<file path="src/rtl/rx_byte_aligner.sv">
// 16-bit comma byte aligner: finds the IDLE comma in either lane, locks after a run
// of consistent hits and re-packs the stream so the comma always lands in the upper byte.
module rx_byte_aligner #(
    parameter logic [15:0] g_IDLE         = 16'hbc95,
    parameter int          g_LOCK_COUNT   = 4,
    parameter int          g_UNLOCK_COUNT = 3,
    parameter int          g_IDLE_TIMEOUT = 1024
) (
    input  logic        usrclk_i,
    input  logic        rst_i,
    input  logic [15:0] rx_data_i,
    input  logic [1:0]  rx_k_i,
    input  logic        realign_i,
    output logic [15:0] rx_data_o,
    output logic [1:0]  rx_k_o,
    output logic        aligned_o,
    output logic        offset_o,
    output logic [15:0] unlock_cnt_o
);

    localparam int CW = $clog2(g_LOCK_COUNT + 1);
    localparam int EW = $clog2(g_UNLOCK_COUNT + 1);
    localparam int TW = $clog2(g_IDLE_TIMEOUT + 1);
    localparam logic [CW-1:0] LOCK_LAST    = CW'(g_LOCK_COUNT - 1);
    localparam logic [EW-1:0] UNLOCK_LAST  = EW'(g_UNLOCK_COUNT - 1);
    localparam logic [TW-1:0] TIMEOUT_LAST = TW'(g_IDLE_TIMEOUT - 1);

    typedef enum logic [1:0] {
        ST_UNLOCKED,
        ST_CANDIDATE,
        ST_LOCKED
    } state_t;

    state_t        r_state;
    logic [15:0]   r_d1;
    logic [1:0]    r_d1_k;
    logic [15:0]   r_data;
    logic [1:0]    r_k;
    logic          r_aligned;
    logic          r_offset;
    logic          r_cand;
    logic [CW-1:0] r_cnt;
    logic [EW-1:0] r_err_run;
    logic [TW-1:0] r_timeout;
    logic [15:0]   r_unlock_cnt;

    logic          w_hit0;
    logic          w_hit1;
    logic          w_hit_any;
    logic          w_hit_cand;
    logic          w_hit_off;
    logic [15:0]   w_shift_data;
    logic [1:0]    w_shift_k;
    logic [1:0]    w_k_off;
    logic          w_bad;

    // hit0 and hit1 need contradictory d1_k values; the priority only documents intent
    assign w_hit0 = (r_d1_k == 2'b10) && (r_d1 == g_IDLE);
    assign w_hit1 = !w_hit0 && r_d1_k[0] && (r_d1[7:0] == g_IDLE[15:8]) &&
                    !rx_k_i[1] && (rx_data_i[15:8] == g_IDLE[7:0]);
    assign w_hit_any  = w_hit0 | w_hit1;
    assign w_hit_cand = r_cand ? w_hit1 : w_hit0;
    assign w_hit_off  = r_offset ? w_hit1 : w_hit0;

    assign w_shift_data = {r_d1[7:0], rx_data_i[15:8]};
    assign w_shift_k    = {r_d1_k[0], rx_k_i[1]};
    assign w_k_off      = r_offset ? w_shift_k : r_d1_k;
    assign w_bad        = (w_k_off != 2'b00) && !w_hit_off;

    always_ff @(posedge usrclk_i) begin
        if (rst_i) begin
            r_state      <= ST_UNLOCKED;
            r_d1         <= '0;
            r_d1_k       <= '0;
            r_data       <= g_IDLE;
            r_k          <= 2'b10;
            r_aligned    <= 1'b0;
            r_offset     <= 1'b0;
            r_cand       <= 1'b0;
            r_cnt        <= '0;
            r_err_run    <= '0;
            r_timeout    <= '0;
            r_unlock_cnt <= '0;
        end else begin
            r_d1   <= rx_data_i;
            r_d1_k <= rx_k_i;
            r_data <= r_offset ? w_shift_data : r_d1;
            r_k    <= r_offset ? w_shift_k : r_d1_k;

            if (realign_i) begin
                r_state   <= ST_UNLOCKED;
                r_aligned <= 1'b0;
                r_cnt     <= '0;
                r_err_run <= '0;
                r_timeout <= '0;
            end else begin
                case (r_state)
                    ST_UNLOCKED: begin
                        if (w_hit_any) begin
                            r_cand    <= w_hit1;
                            r_cnt     <= CW'(1);
                            r_timeout <= '0;
                            if (g_LOCK_COUNT == 1) begin
                                r_state   <= ST_LOCKED;
                                r_aligned <= 1'b1;
                                r_offset  <= w_hit1;
                                r_err_run <= '0;
                            end else begin
                                r_state <= ST_CANDIDATE;
                            end
                        end
                    end
                    ST_CANDIDATE: begin
                        if (w_hit_cand) begin
                            r_cnt     <= r_cnt + 1'b1;
                            r_timeout <= '0;
                            if (r_cnt == LOCK_LAST) begin
                                r_state   <= ST_LOCKED;
                                r_aligned <= 1'b1;
                                r_offset  <= r_cand;
                                r_err_run <= '0;
                            end
                        end else if (w_hit_any) begin
                            r_cand    <= w_hit1;
                            r_cnt     <= CW'(1);
                            r_timeout <= '0;
                        end else if (r_timeout == TIMEOUT_LAST) begin
                            r_state   <= ST_UNLOCKED;
                            r_cnt     <= '0;
                            r_timeout <= '0;
                        end else begin
                            r_timeout <= r_timeout + 1'b1;
                        end
                    end
                    ST_LOCKED: begin
                        if (w_hit_off) begin
                            r_err_run <= '0;
                            r_timeout <= '0;
                        end else if ((w_bad && r_err_run == UNLOCK_LAST) ||
                                     r_timeout == TIMEOUT_LAST) begin
                            // error run and timeout on the same edge still count as one event
                            r_state   <= ST_UNLOCKED;
                            r_aligned <= 1'b0;
                            r_cnt     <= '0;
                            r_err_run <= '0;
                            r_timeout <= '0;
                            if (r_unlock_cnt != 16'hFFFF)
                                r_unlock_cnt <= r_unlock_cnt + 1'b1;
                        end else begin
                            r_timeout <= r_timeout + 1'b1;
                            if (w_bad)
                                r_err_run <= r_err_run + 1'b1;
                        end
                    end
                    default: begin
                        r_state   <= ST_UNLOCKED;
                        r_aligned <= 1'b0;
                    end
                endcase
            end
        end
    end

    assign rx_data_o    = r_data;
    assign rx_k_o       = r_k;
    assign aligned_o    = r_aligned;
    assign offset_o     = r_offset;
    assign unlock_cnt_o = r_unlock_cnt;

endmodule

</file>
<file path="config.mk">
export PLATFORM = sky130hd
export DESIGN_NAME = rx_byte_aligner
export DESIGN_NICKNAME = d
export VERILOG_FILES = /design/src/rtl/rx_byte_aligner.sv
export SDC_FILE = /design/constraint.sdc
export NUM_CORES = 1
export LEC_CHECK = 0
export ABC_CLOCK_PERIOD_IN_PS = 2300
export BUFFER_PORTS_ARGS = -buffer_cell sky130_fd_sc_hd__buf_2
export CAP_MARGIN = 20
export CELL_PAD_IN_SITES_DETAIL_PLACEMENT = 0
export CELL_PAD_IN_SITES_GLOBAL_PLACEMENT = 1
export CORE_MARGIN = 1
export CORE_UTILIZATION = 38
export DETAILED_ROUTE_END_ITERATION = 6
export GPL_ROUTABILITY_DRIVEN = 0
export MAX_ROUTING_LAYER = met4
export PLACE_DENSITY = 0.82
export SYNTH_ARGS = -nofsm -noshare
export SYNTH_HDL_FRONTEND = slang
export SYNTH_SLANG_ARGS = --single-unit
</file>
<file path="constraint.sdc">
create_clock -name usrclk_i -period 2.3 [get_ports usrclk_i]
set_input_delay 0.23 -clock usrclk_i [delete_from_list [all_inputs] [get_ports usrclk_i]]
set_output_delay 0.23 -clock usrclk_i [all_outputs]
set_load 0.05 [all_outputs]
</file>
Word-level counts from Yosys, hierarchy flattened
Cells that the tools add are included. W data, S select, Z words.

Output and inout bits: 36. Bits in registers: 73. Input port bits: 21. Word-level logic and storage cells: 106.

Bitwise operators: 4. Eq/ne operators: 21. Muxes and demuxes: 40. $add $sub $neg: 4. Reduce and logical (&&, ||, !) cells: 25.

Operator list (number): $mux W11 (6); $pmux W11 S3 (1); $mux W2 (13); $mux W3 (6); $add A16 B1 Y16 const B (1); $eq A16 B16 Y1 const B (1); $eq A8 B8 Y1 const B (2); $mux W16 (1); $ne A16 B16 Y1 const B (1); $reduce_and A5 Y1 (3); $ne A2 B2 Y1 const B (6); $add A11 B1 Y11 const B (1); $eq A11 B10 Y1 const B (1); $ne A3 B3 Y1 const B (3); $pmux W3 S3 (1); $mux W1 (8); $ne A4 B4 Y1 const B (2); $reduce_and A4 Y1 (2); $logic_and A1 B1 Y1 (7); $eq A2 B2 Y1 const B (3); $pmux W2 S3 (1); $reduce_and A6 Y1 (1); $reduce_bool A2 Y1 (3); $pmux W2 S2 (1); 15 further kinds (19).

Logic depth before layout (Yosys ltp)
Gate-level depths: netlist of run 1.

Depth in word-level cells: 15. Mapped depth: 9. Mapped depth without buffers: 8.

Least setup slack after synthesis of run 1
Ideal clock, no wire load.

Path type: reg2reg. Start: register r_offset, in the netlist offset_o. End: register r_timeout[4]. Path buffers: 1. Library setup time: 0.074 ns. Clock period less this slack: 2.293 ns. Cell stages (with the launch flop): 8. Arrival time: 2.218 ns. Required time: 2.226 ns. Slack: 0.007 ns. Cells stage by stage: dfxtp_1 -> nor2b_1 -> o21ai_0 -> nand3_1 -> o22ai_1 -> buf_2 -> nand4_1 -> a31oi_1.

Word-level cells in the longest chain between the ends: 8. Elaborated cells between the ends (all ways): 10. Those cells by class: 5 x mux; 5 x reduce/logical.

RTL lines: start, declared (RTL line 40) `logic r_offset;`; start signal, assigned (RTL line 106) `r_offset <= w_hit1;`; start signal, assigned (RTL line 120) `r_offset <= r_cand;`; $mux W2 or $mux W1 (tied branches) (RTL line 67, 63); $reduce_bool A2 Y1 or $logic_not A1 Y1 (tied branches) (RTL line 68) `assign w_bad = (w_k_off != 2'b00) && !w_hit_off;`; $logic_and A1 B1 Y1 (RTL line 68); $logic_and A1 B1 Y1 (RTL line 139) `end else if ((w_bad && r_err_run == UNLOCK_LAST) ||`; $logic_or A1 B1 Y1 (RTL line 139); $mux W11 (RTL line 139); $mux W11 (*) (RTL line 136) `if (w_hit_off) begin`; $pmux W11 S3 (*) (RTL line 97) `case (r_state)`; end signal, assigned (RTL line 132) `r_timeout <= r_timeout + 1'b1;`; end signal, assigned (RTL line 150) `r_timeout <= r_timeout + 1'b1;`; end, declared (RTL line 44) `logic [TW-1:0] r_timeout;`.

Mark *: on every way between the ends. The rest lies on a longest branch, timed or not. A chain may end at the register's enable or synchronous reset.

Worst setup path after layout of run 1
Start: register r_timeout[0]. End: register r_unlock_cnt[7], in the netlist unlock_cnt_o[7].

Word-level cells in the longest chain between the ends: 3.

RTL lines: $eq A11 B10 Y1 (RTL line 140) `r_timeout == TIMEOUT_LAST) begin`; $logic_or A1 B1 Y1 (RTL line 139); $reduce_and A5 Y1 (no source line); end signal, assigned (RTL line 148) `r_unlock_cnt <= r_unlock_cnt + 1'b1;`; end, declared (RTL line 45) `logic [15:0] r_unlock_cnt;`.

Every way passes these cells.

==> results by group, run 1 <==
Routing
  • Via count: 3300
  • Vias/cell: 5.61
  • Post-detailed-route count of antenna-violating nets: 0
  • Average routed wire per standard cell: 15.1 um
  • First-pass DRT Iterations: 7
  • DRT Wirelength: 8880 um
  • DRC viols: 0
  • DRT iter0 DRCs: 171

Worst setup path
  • Max stage delay on crit path: 0.52 ns
  • Critical Path, Cell by Cell: ha_4 > nand3_2 > or4_4 > a21oi_4 > nand3_4 > or4_4 > a21oi_2
  • Worst reg2reg path depth: 7
  • WP data arrival: 2.55 ns
  • Crit. End Element: register
  • Worst Path Buf+Inv: 0
  • WS Path Type: register to register
  • Largest fanout of any net on the critical path: 6
  • CP max-delay cell: or4_4
  • CP delay by family, top: simple AND/OR/NAND/NOR gates
  • CP required: 2.59 ns
  • CP Launch Type: register
  • Stages on worst setup path: 7
  • Most frequent CP cell: or4_4

Timing
  • Relative slew margins: 0.622
  • Maximum achievable frequency: 0.444 GHz
  • Fin crit share: 0.979
  • RSZ-0062 raised after global routing: true
  • Fin. Hold Viols: 0
  • Worst Tran Pin Value: 0.566 ns
  • Slew Limit Fails: 0
  • Post-Route Skew: 0.00830 ns
  • Worst setup margin: 0.0481 ns
  • Setup Viol. Count Final: 0
  • Period minus WS final: 2.25 ns

Placement
  • Post-DP Area: 0.00407 sq mm
  • PortBufs: 56
  • Post-Place Worst Slack: -0.0890 ns
  • Post-DP HPWL: 6000 um
  • Placed insts: 563

Flow run
  • Max-Cap Viols: 0

Clock tree
  • Clock Sinks: 73
  • Clk root buf: clkbuf_8
  • # hold bufs at CTS: 0
  • CTS H-Tree Depth: 3
  • CTS tree: done
  • Clock-pin slew on the worst setup and hold paths: 0.09 ns
  • Num CTS Buffers: 9
  • Clock Path Buffers: 2
  • Clk Latency, worst-skew pair: 0.36 ns

Hold path
  • Min-Delay Path Class: primary input to register
  • Hold Crit Depth: 2

Yosys
  • Syn nets: 424
  • Synth area leaders: dfxtp_1 (41%), nor2b_1 (5.7%), ha_1 (3.2%), nand4_1 (3.2%), mux2i_1 (3.1%)
  • Synth warn: 0
  • Largest area contributor in the netlist: dfxtp_1
  • Synth Area in Compound Gates: 0.182
  • EDFF count, synth: 0
  • Post-synthesis mux area share: 0.0311
  • Xor and xnor area share after synthesis: 0.00495
  • Adder-cell share of the synthesized area: 0.0318
  • Asr flop ratio synth: 0
  • Post-synthesis simple-gate area fraction: 0.296
  • Top post-synthesis cells by count: dfxtp_1 (73), nor2b_1 (32), nor2_1 (26)
  • Synth cell types: 54
  • Yosys top cell area share: 0.413
  • Most used DFF post-synth: dfxtp_1
  • Mapped Area: 0.00354 sq mm
  • Most frequent cell after synthesis: dfxtp_1
  • Flops & latches, synth: 73
  • Sequential area share after synthesis: 0.413
  • Largest family of logic cells by synthesized area: simple AND/OR/NAND/NOR gates
  • Mapped Cells: 394
  • Mean Syn Cell Area: 8.98 sq um

Final layout
  • Area Overhead vs Synth: 27.6%
  • Non-filler cells, final: 588
  • Net count, final: 505
  • Fillers: 842
  • Share of cells above drive strength 1: 0.317
  • ANT cells: 0
  • Design Area, Final: 0.00452 sq mm

Floorplanning
  • Die H: 98.5 um
  • Die Span X: 98.5 um
  • Row cnt: 34
  • Initial core utilization: 0.400
  • Core Area: 0.00885 sq mm
  • IO Pins: 57
  • Die area: 0.00970 sq mm

GRT
  • Vias in the first global route: 3011
  • GRT Resource Usage Total: 0.191
  • Largest net degree at the start of global routing: 35
  • Number of antenna violations at the first check in global routing: 0
  • Grt ovf: 0
  • Global-route wire length before repair: 14300 um

Power
  • Power Density: 594 mW/mm^2
  • Peak VDD IR: 0.354 mV
  • Total power: 2.68 mW
  • Leak pwr: 1.75 nW

Outcome
  • Outcome: completed
through the flow:
| stage | util | TNS, ns | hold WS, ns |
|---|---|---|---|
| after floorplan | - | 0 | 0.352 |
| after global routing | 0.510 | -0.243 | 0.0726 |
| after CTS | 0.494 | 0 | 0.0660 |
| after global placement | 0.460 | 0 | 0.446 |
| after detailed placement | 0.460 | -0.325 | 0.443 |
| final | 0.510 | 0 | 0.0755 |
path summary, 6_finish.rpt:
| check | startpoint | endpoint | slack [ns] |
|---|---|---|---|
| worst min register to register | r_err_run[0]$_SDFFE_PP0P_ | r_err_run[0]$_SDFFE_PP0P_ | 0.48 |
| worst max register to register | r_timeout[0]$_SDFFE_PP0P_ | unlock_cnt_o[7]$_SDFFE_PP0P_ | 0.05 |
| worst min-delay path | rx_data_i[7] | r_d1[7]$_SDFF_PP0_ | 0.08 |
| worst max-delay path | r_timeout[0]$_SDFFE_PP0P_ | unlock_cnt_o[7]$_SDFFE_PP0P_ | 0.05 |
sequential cells by signal (all words and copies together), names as in the netlist:
signal and cells:
aligned_o 1, offset_o 1, r_cand 1, r_cnt 3, r_d1 16, r_d1_k 2, r_err_run 2, r_state 2
r_timeout 11, rx_data_o 16, rx_k_o 2, unlock_cnt_o 16
logic make-up after synthesis:
family,Yosys count
buffers and inverters,33
XOR/XNOR,2
AND/OR/NAND/NOR,174
adder cells (fa/ha/maj),9
flip-flops,73
AO/OA/AOI/OAI,92
multiplexers,11
repair_timing:
item	4_1_cts	5_1_grt
hold endpoints to repair	0	0
setup endpoints to repair	10	34
buffers inserted	3	3
cloned	2	1
resized for setup	6	30
pin swaps	2	7
per-layer routing:
metal,vias up,global-route usage,share of wire
met2,71,0.295,0.46
met4,0,0.0918,0.020
li1,1638,-,-
met5,-,-,0
met1,1580,0.242,0.49
met3,11,0.0333,0.032
cell type report:
type	instances	area [sq um]	share of cell area
clock buffers	10	138	0.0305
clock inverters	6	97.6	0.0216
inverters	9	33.8	0.00748
multi-input cells	291	2070	0.459
flip-flops and latches	73	1470	0.326
well taps	108	135	0.0299
repair buffers	91	567	0.126
cell usage in the layout (no fill, tap or decap), drive strengths merged, types with 3 or more instances in the layout:
master	instances
buf	91
dfxtp	73
nor2b	32
nor2	26
nand2	24
nand3	22
a21oi	22
nand4	18
a31oi	14
or4	14
o31ai	13
inv	12
mux2i	11
a211o	10
clkbuf	10
ha	9
o21ai	9
and3	8
nand4b	5
a211oi	5
nand3b	4
nor3	4
or2	4
o2111ai	4
and2	4
nor4	3
nor3b	3
report_power, final:
group	leakage, nW	internal [mW]	switching, mW
clock	0.119	0.658	0.535
combinational	1.03	0.0567	0.117
sequential	0.600	1.30	0.0179
total	1.75	2.01	0.670
(Power assumes the default switching activity.)
==> inputs of run 2 (changes only) <==
--- a/config.mk
+++ b/config.mk
@@ -16,6 +16,7 @@
 export GPL_ROUTABILITY_DRIVEN = 0
 export MAX_ROUTING_LAYER = met4
 export PLACE_DENSITY = 0.82
+export REMOVE_ABC_BUFFERS = 1
 export SYNTH_ARGS = -nofsm -noshare
 export SYNTH_HDL_FRONTEND = slang
 export SYNTH_SLANG_ARGS = --single-unit
==> results by group, run 2 (same netlist as run 1, synthesis figures left out) <==
Outcome
  • Outcome: complete, but fails checks
  • Violated checks: design-rule violations

Routing
  • DRC viols: 4
  • DRT Wirelength: 8970 um
  • First-pass DRT Iterations: 7
  • Average routed wire per standard cell: 15.2 um
  • Vias/cell: 5.64
  • DRT iter0 DRCs: 151
  • Via count: 3336
  • Post-detailed-route count of antenna-violating nets: 0

Placement
  • Placed insts: 566
  • Post-Place Worst Slack: -0.0677 ns
  • PortBufs: 56
  • Post-DP HPWL: 5920 um
  • Post-DP Area: 0.00408 sq mm

Worst setup path
  • Worst reg2reg path depth: 8
  • CP required: 2.52 ns
  • Largest fanout of any net on the critical path: 9
  • RR Endpoint: r_timeout[7]$_SDFFE_PP0P_
  • WS Path Type: register to register
  • R2R setup slack: 0.1 ns
  • WP data arrival: 2.43 ns
  • CP Launch Type: register
  • Crit. End Element: register
  • R2R Path Start: r_d1[5]$_SDFF_PP0_

Timing
  • Fin. Hold Viols: 0
  • Maximum achievable frequency: 0.454 GHz
  • RSZ-0062 raised after global routing: true
  • Hold_ws: 0.0956 ns
  • Worst setup margin: 0.0954 ns
  • Post-Route Skew: 0.0156 ns
  • Setup_tns: 0 ns
  • Period minus WS final: 2.20 ns
  • Setup Viol. Count Final: 0
  • Worst Tran Pin Value: 0.563 ns
  • Fin crit share: 0.959
  • Relative slew margins: 0.621
  • Slew Limit Fails: 0

Clock tree
  • Num CTS Buffers: 9
  • CTS tree: done
  • Clk root buf: clkbuf_8
  • Clk Latency, worst-skew pair: 0.35 ns
  • CTS H-Tree Depth: 3
  • Clock-pin slew on the worst setup and hold paths: 0.08 ns
  • Clock Sinks: 73
  • # hold bufs at CTS: 0
  • Clock Path Buffers: 2

Hold path
  • Hold EP: r_d1[2]$_SDFF_PP0_
  • Hold Crit Start: rx_data_i[2]
  • Hold Crit Depth: 2
  • Min-Delay Path Class: primary input to register

Power
  • Peak VDD IR: 0.288 mV
  • Total power: 2.61 mW
  • Leak pwr: 1.71 nW
  • Power Density: 588 mW/mm^2

Floorplanning
  • Initial core utilization: 0.400
  • IO Pins: 57
  • Die area: 0.00970 sq mm
  • Core Area: 0.00885 sq mm
  • Row cnt: 34
  • Die H: 98.5 um
  • Die Span X: 98.5 um

GRT
  • Vias in the first global route: 3146
  • Number of antenna violations at the first check in global routing: 0
  • Global-route wire length before repair: 14500 um
  • Largest net degree at the start of global routing: 47
  • GRT Resource Usage Total: 0.189
  • Grt ovf: 0

Final layout
  • Commonest non-fill, non-tap cell in the layout: dfxtp_1
  • Design Area, Final: 0.00445 sq mm
  • Fin util: 0.503
  • Most frequent cells in the layout: dfxtp_1 (70), buf_2 (56), buf_4 (34)
  • Share of cells above drive strength 1: 0.284
  • Non-filler cells, final: 591
  • Area Overhead vs Synth: 25.7%
  • ANT cells: 0
  • Net count, final: 508

Flow run
  • Max-Cap Viols: 0
[run 2: worst max-delay path: stages, from the launching register on]
cell,delay [ns]
dfxtp_1,0.35
or4_4,0.54
nor4_4,0.28
buf_6,0.17
a22o_1,0.18
o22ai_1,0.17
buf_4,0.22
nand4_1,0.09
a31oi_1,0.08
[run 2: cell type report]
class	count	area (sq um)
fillers	851	4400
well taps	108	135
multi-input cells	291	2010
clock buffers	12	145
repair buffers	94	581
inverters	9	33.8
flip-flops and latches	73	1470
clock inverters	4	76.3
[run 2: repair_timing]
item	4_1_cts	5_1_grt
setup endpoints to repair	6	30
pin swaps	1	6
resized for setup	1	16
cloned	1	2
buffers inserted	6	0
[run 2: where the power goes]
| part | total, mW | switching, mW | leakage (nW) | internal, mW |
|---|---|---|---|---|
| logic | 0.174 | 0.117 | 1.00 | 0.0573 |
| clock network | 1.13 | 0.482 | 0.107 | 0.644 |
| registers | 1.31 | 0.0165 | 0.599 | 1.30 |
| total | 2.61 | 0.615 | 1.71 | 2.00 |
[run 2: worst max path at each step]
stage | from | endpoint | slack (ns) | cells after the start
2_1_floorplan | offset_o$_SDFFE_PP0P_ | r_timeout[10]$_SDFFE_PP0P_ | -0.75 | 6
3_5_place_dp | r_timeout[1]$_SDFFE_PP0P_ | unlock_cnt_o[13]$_SDFFE_PP0P_ | -0.07 | 7
6_report | r_d1[5]$_SDFF_PP0_ | r_timeout[7]$_SDFFE_PP0P_ | 0.1 | 8
4_1_cts | r_timeout[0]$_SDFFE_PP0P_ | unlock_cnt_o[13]$_SDFFE_PP0P_ | 0.01 | 7
3_3_place_gp | r_timeout[0]$_SDFFE_PP0P_ | unlock_cnt_o[13]$_SDFFE_PP0P_ | -0.009 | 7
5_1_grt | offset_o$_SDFFE_PP0P_ | r_timeout[6]$_SDFFE_PP0P_ | -0.03 | 7
[run 2: layer usage]
metal	global-route usage	wire length, um	vias up
met2	0.312	4370	76
met5	-	0	-
li1	-	-	1644
met4	0.0631	114	0
met1	0.228	4140	1604
met3	0.0440	346	12
==> inputs of run 3 (changes only) <==
--- a/config.mk
+++ b/config.mk
@@ -5,17 +5,17 @@
 export SDC_FILE = /design/constraint.sdc
 export NUM_CORES = 1
 export LEC_CHECK = 0
-export ABC_CLOCK_PERIOD_IN_PS = 2300
+export ABC_CLOCK_PERIOD_IN_PS = 2350
 export BUFFER_PORTS_ARGS = -buffer_cell sky130_fd_sc_hd__buf_2
 export CAP_MARGIN = 20
 export CELL_PAD_IN_SITES_DETAIL_PLACEMENT = 0
 export CELL_PAD_IN_SITES_GLOBAL_PLACEMENT = 1
 export CORE_MARGIN = 1
-export CORE_UTILIZATION = 38
+export CORE_UTILIZATION = 30
 export DETAILED_ROUTE_END_ITERATION = 6
 export GPL_ROUTABILITY_DRIVEN = 0
 export MAX_ROUTING_LAYER = met4
-export PLACE_DENSITY = 0.82
+export PLACE_DENSITY = 0.66
 export REMOVE_ABC_BUFFERS = 1
 export SYNTH_ARGS = -nofsm -noshare
 export SYNTH_HDL_FRONTEND = slang
==> constraint.sdc (replaced) <==
create_clock -name usrclk_i -period 2.35 [get_ports usrclk_i]
set_input_delay 0.235 -clock usrclk_i [delete_from_list [all_inputs] [get_ports usrclk_i]]
set_output_delay 0.235 -clock usrclk_i [all_outputs]
set_load 0.05 [all_outputs]
==> results by group, run 3 (same netlist as run 1, synthesis figures left out) <==
Outcome
  • Outcome: completed

Final layout
  • Fin util: 0.389
  • Fillers: 1190
  • Commonest non-fill, non-tap cell in the layout: dfxtp_1
  • ANT cells: 0
  • Most frequent cells in the layout: dfxtp_1 (71), buf_2 (56), nor2b_1 (32)
  • Net count, final: 496
  • Area Overhead vs Synth: 26.0%
  • Share of cells above drive strength 1: 0.265
  • Design Area, Final: 0.00446 sq mm

GRT
  • Vias in the first global route: 3073
  • Number of antenna violations at the first check in global routing: 0
  • GR Layer Usage met2: 0.234
  • Met1 GRT Util: 0.204
  • Grt ovf: 0
  • GRT Resource Usage Total: 0.157
  • Global-route wire length before repair: 15200 um
  • Largest net degree at the start of global routing: 47
  • GR peak layer: met2
  • Grt met3 use: 0.0406

Floorplanning
  • Die Span X: 111 um
  • Core Area: 0.0115 sq mm
  • IO Pins: 57
  • Initial core utilization: 0.309
  • Row cnt: 39
  • Die area: 0.0122 sq mm
  • Die H: 111 um

Clock tree
  • Setup Buffers After CTS: 0
  • CTS tree: done
  • CTS H-Tree Depth: 3
  • Clock Path Buffers: 2
  • Clk Latency, worst-skew pair: 0.34 ns
  • # hold bufs at CTS: 0
  • Clk root buf: clkbuf_16
  • Clock Sinks: 73
  • Num CTS Buffers: 9
  • Clock-pin slew on the worst setup and hold paths: 0.06 ns

Worst setup path
  • CP required: 2.60 ns
  • R2R setup slack: 0.12 ns
  • Worst reg2reg path depth: 7
  • Largest fanout of any net on the critical path: 9
  • WS Path Type: register to register
  • Crit. End Element: register
  • WP data arrival: 2.48 ns
  • CP Launch Type: register

Placement
  • Post-Place Worst Slack: 0.00807 ns
  • Post-DP Area: 0.00409 sq mm
  • PortBufs: 56
  • Post-DP HPWL: 6050 um

Routing
  • First-pass DRT Iterations: 5
  • DRT iter0 DRCs: 161
  • Via count: 3225
  • Post-detailed-route count of antenna-violating nets: 0
  • DRC viols: 0
  • DRT Wirelength: 8920 um
  • Average routed wire per standard cell: 14.5 um
  • Vias/cell: 5.25

Flow run
  • Max-Cap Viols: 0

Power
  • Switching Fraction: 0.244
  • Sequential Power Share: 0.451
  • Int Power: 2.16 mW
  • Leak pwr: 1.72 nW
  • Total power: 2.86 mW
  • Clk pwr share: 0.490
  • Logic gate share of total power: 0.059
  • Peak VDD IR: 0.380 mV
  • Power Density: 641 mW/mm^2
  • Total net switching power: 0.697 mW

Timing
  • Worst setup margin: 0.121 ns
  • Worst Tran Pin Value: 0.570 ns
  • Fin. Hold Viols: 0
  • RSZ-0062 raised after global routing: true
  • Post-Route Skew: 0.00426 ns
  • Fin crit share: 0.949
  • Slew Limit Fails: 0
  • Relative slew margins: 0.620
  • Maximum achievable frequency: 0.449 GHz
  • Setup_tns: 0 ns
  • Setup Viol. Count Final: 0
  • Period minus WS final: 2.23 ns

Hold path
  • Hold Crit Depth: 2
  • Min-Delay Path Class: primary input to register
run 3: worst paths after layout:
check | endpoint | startpoint
hold reg to reg | r_err_run[0]$_SDFFE_PP0P_ | r_err_run[0]$_SDFFE_PP0P_
setup / recovery | aligned_o$_SDFFE_PP0P_ | r_d1[3]$_SDFF_PP0_
setup reg to reg | aligned_o$_SDFFE_PP0P_ | r_d1[3]$_SDFF_PP0_
hold / removal | r_d1[3]$_SDFF_PP0_ | rx_data_i[3]
run 3: final cells by class:
type,count,area [sq um],share of cell area
Clock buffer,9,225,0.0505
Clock inverter,7,78.8,0.0177
Inverter,9,33.8,0.00758
Multi-Input combinational cell,290,1990,0.447
Sequential cell,73,1460,0.328
Tap cell,143,179,0.0401
Timing Repair Buffer,83,487,0.109
run 3: repair_timing:
| action | in CTS | in global routing |
|---|---|---|
| resized for setup | 1 | 11 |
| pin swaps | 0 | 5 |
| gates cloned | 1 | 1 |
| setup endpoints to repair | 1 | 23 |
run 3: worst max-delay path: stages (launching register included):
cell and delay (ns):
dfxtp_1 0.35, or4_4 0.56, nor4_4 0.29, buf_6 0.18, nand3b_1 0.16, a21boi_1 0.26
a31oi_1 0.12, a211oi_1 0.22
run 3: power groups by stage:
stage                     Combinational (mW)  Clock [mW]  Sequential (mW)
after global placement                 0.169           0             1.32
after detailed placement               0.169           0             1.32
after floorplan                       0.0477           0             1.37
final                                  0.168        1.40             1.29
after global routing                   0.181        1.49             1.29
after CTS                              0.170        1.43             1.29
run 3: through the flow:
step / std cells / hold slack, ns
after floorplan: 370 / 0.304
after global placement: 596 / 0.448
after detailed placement: 596 / 0.453
after CTS: 613 / 0.0981
after global routing: 614 / 0.112
final: 614 / 0.103
run 3: per-layer routing:
metal  wire length (um)  part of all wire
met3                377             0.042
met5                  0                 0
met4                142             0.016
met1               4320              0.48
met2               4080              0.46
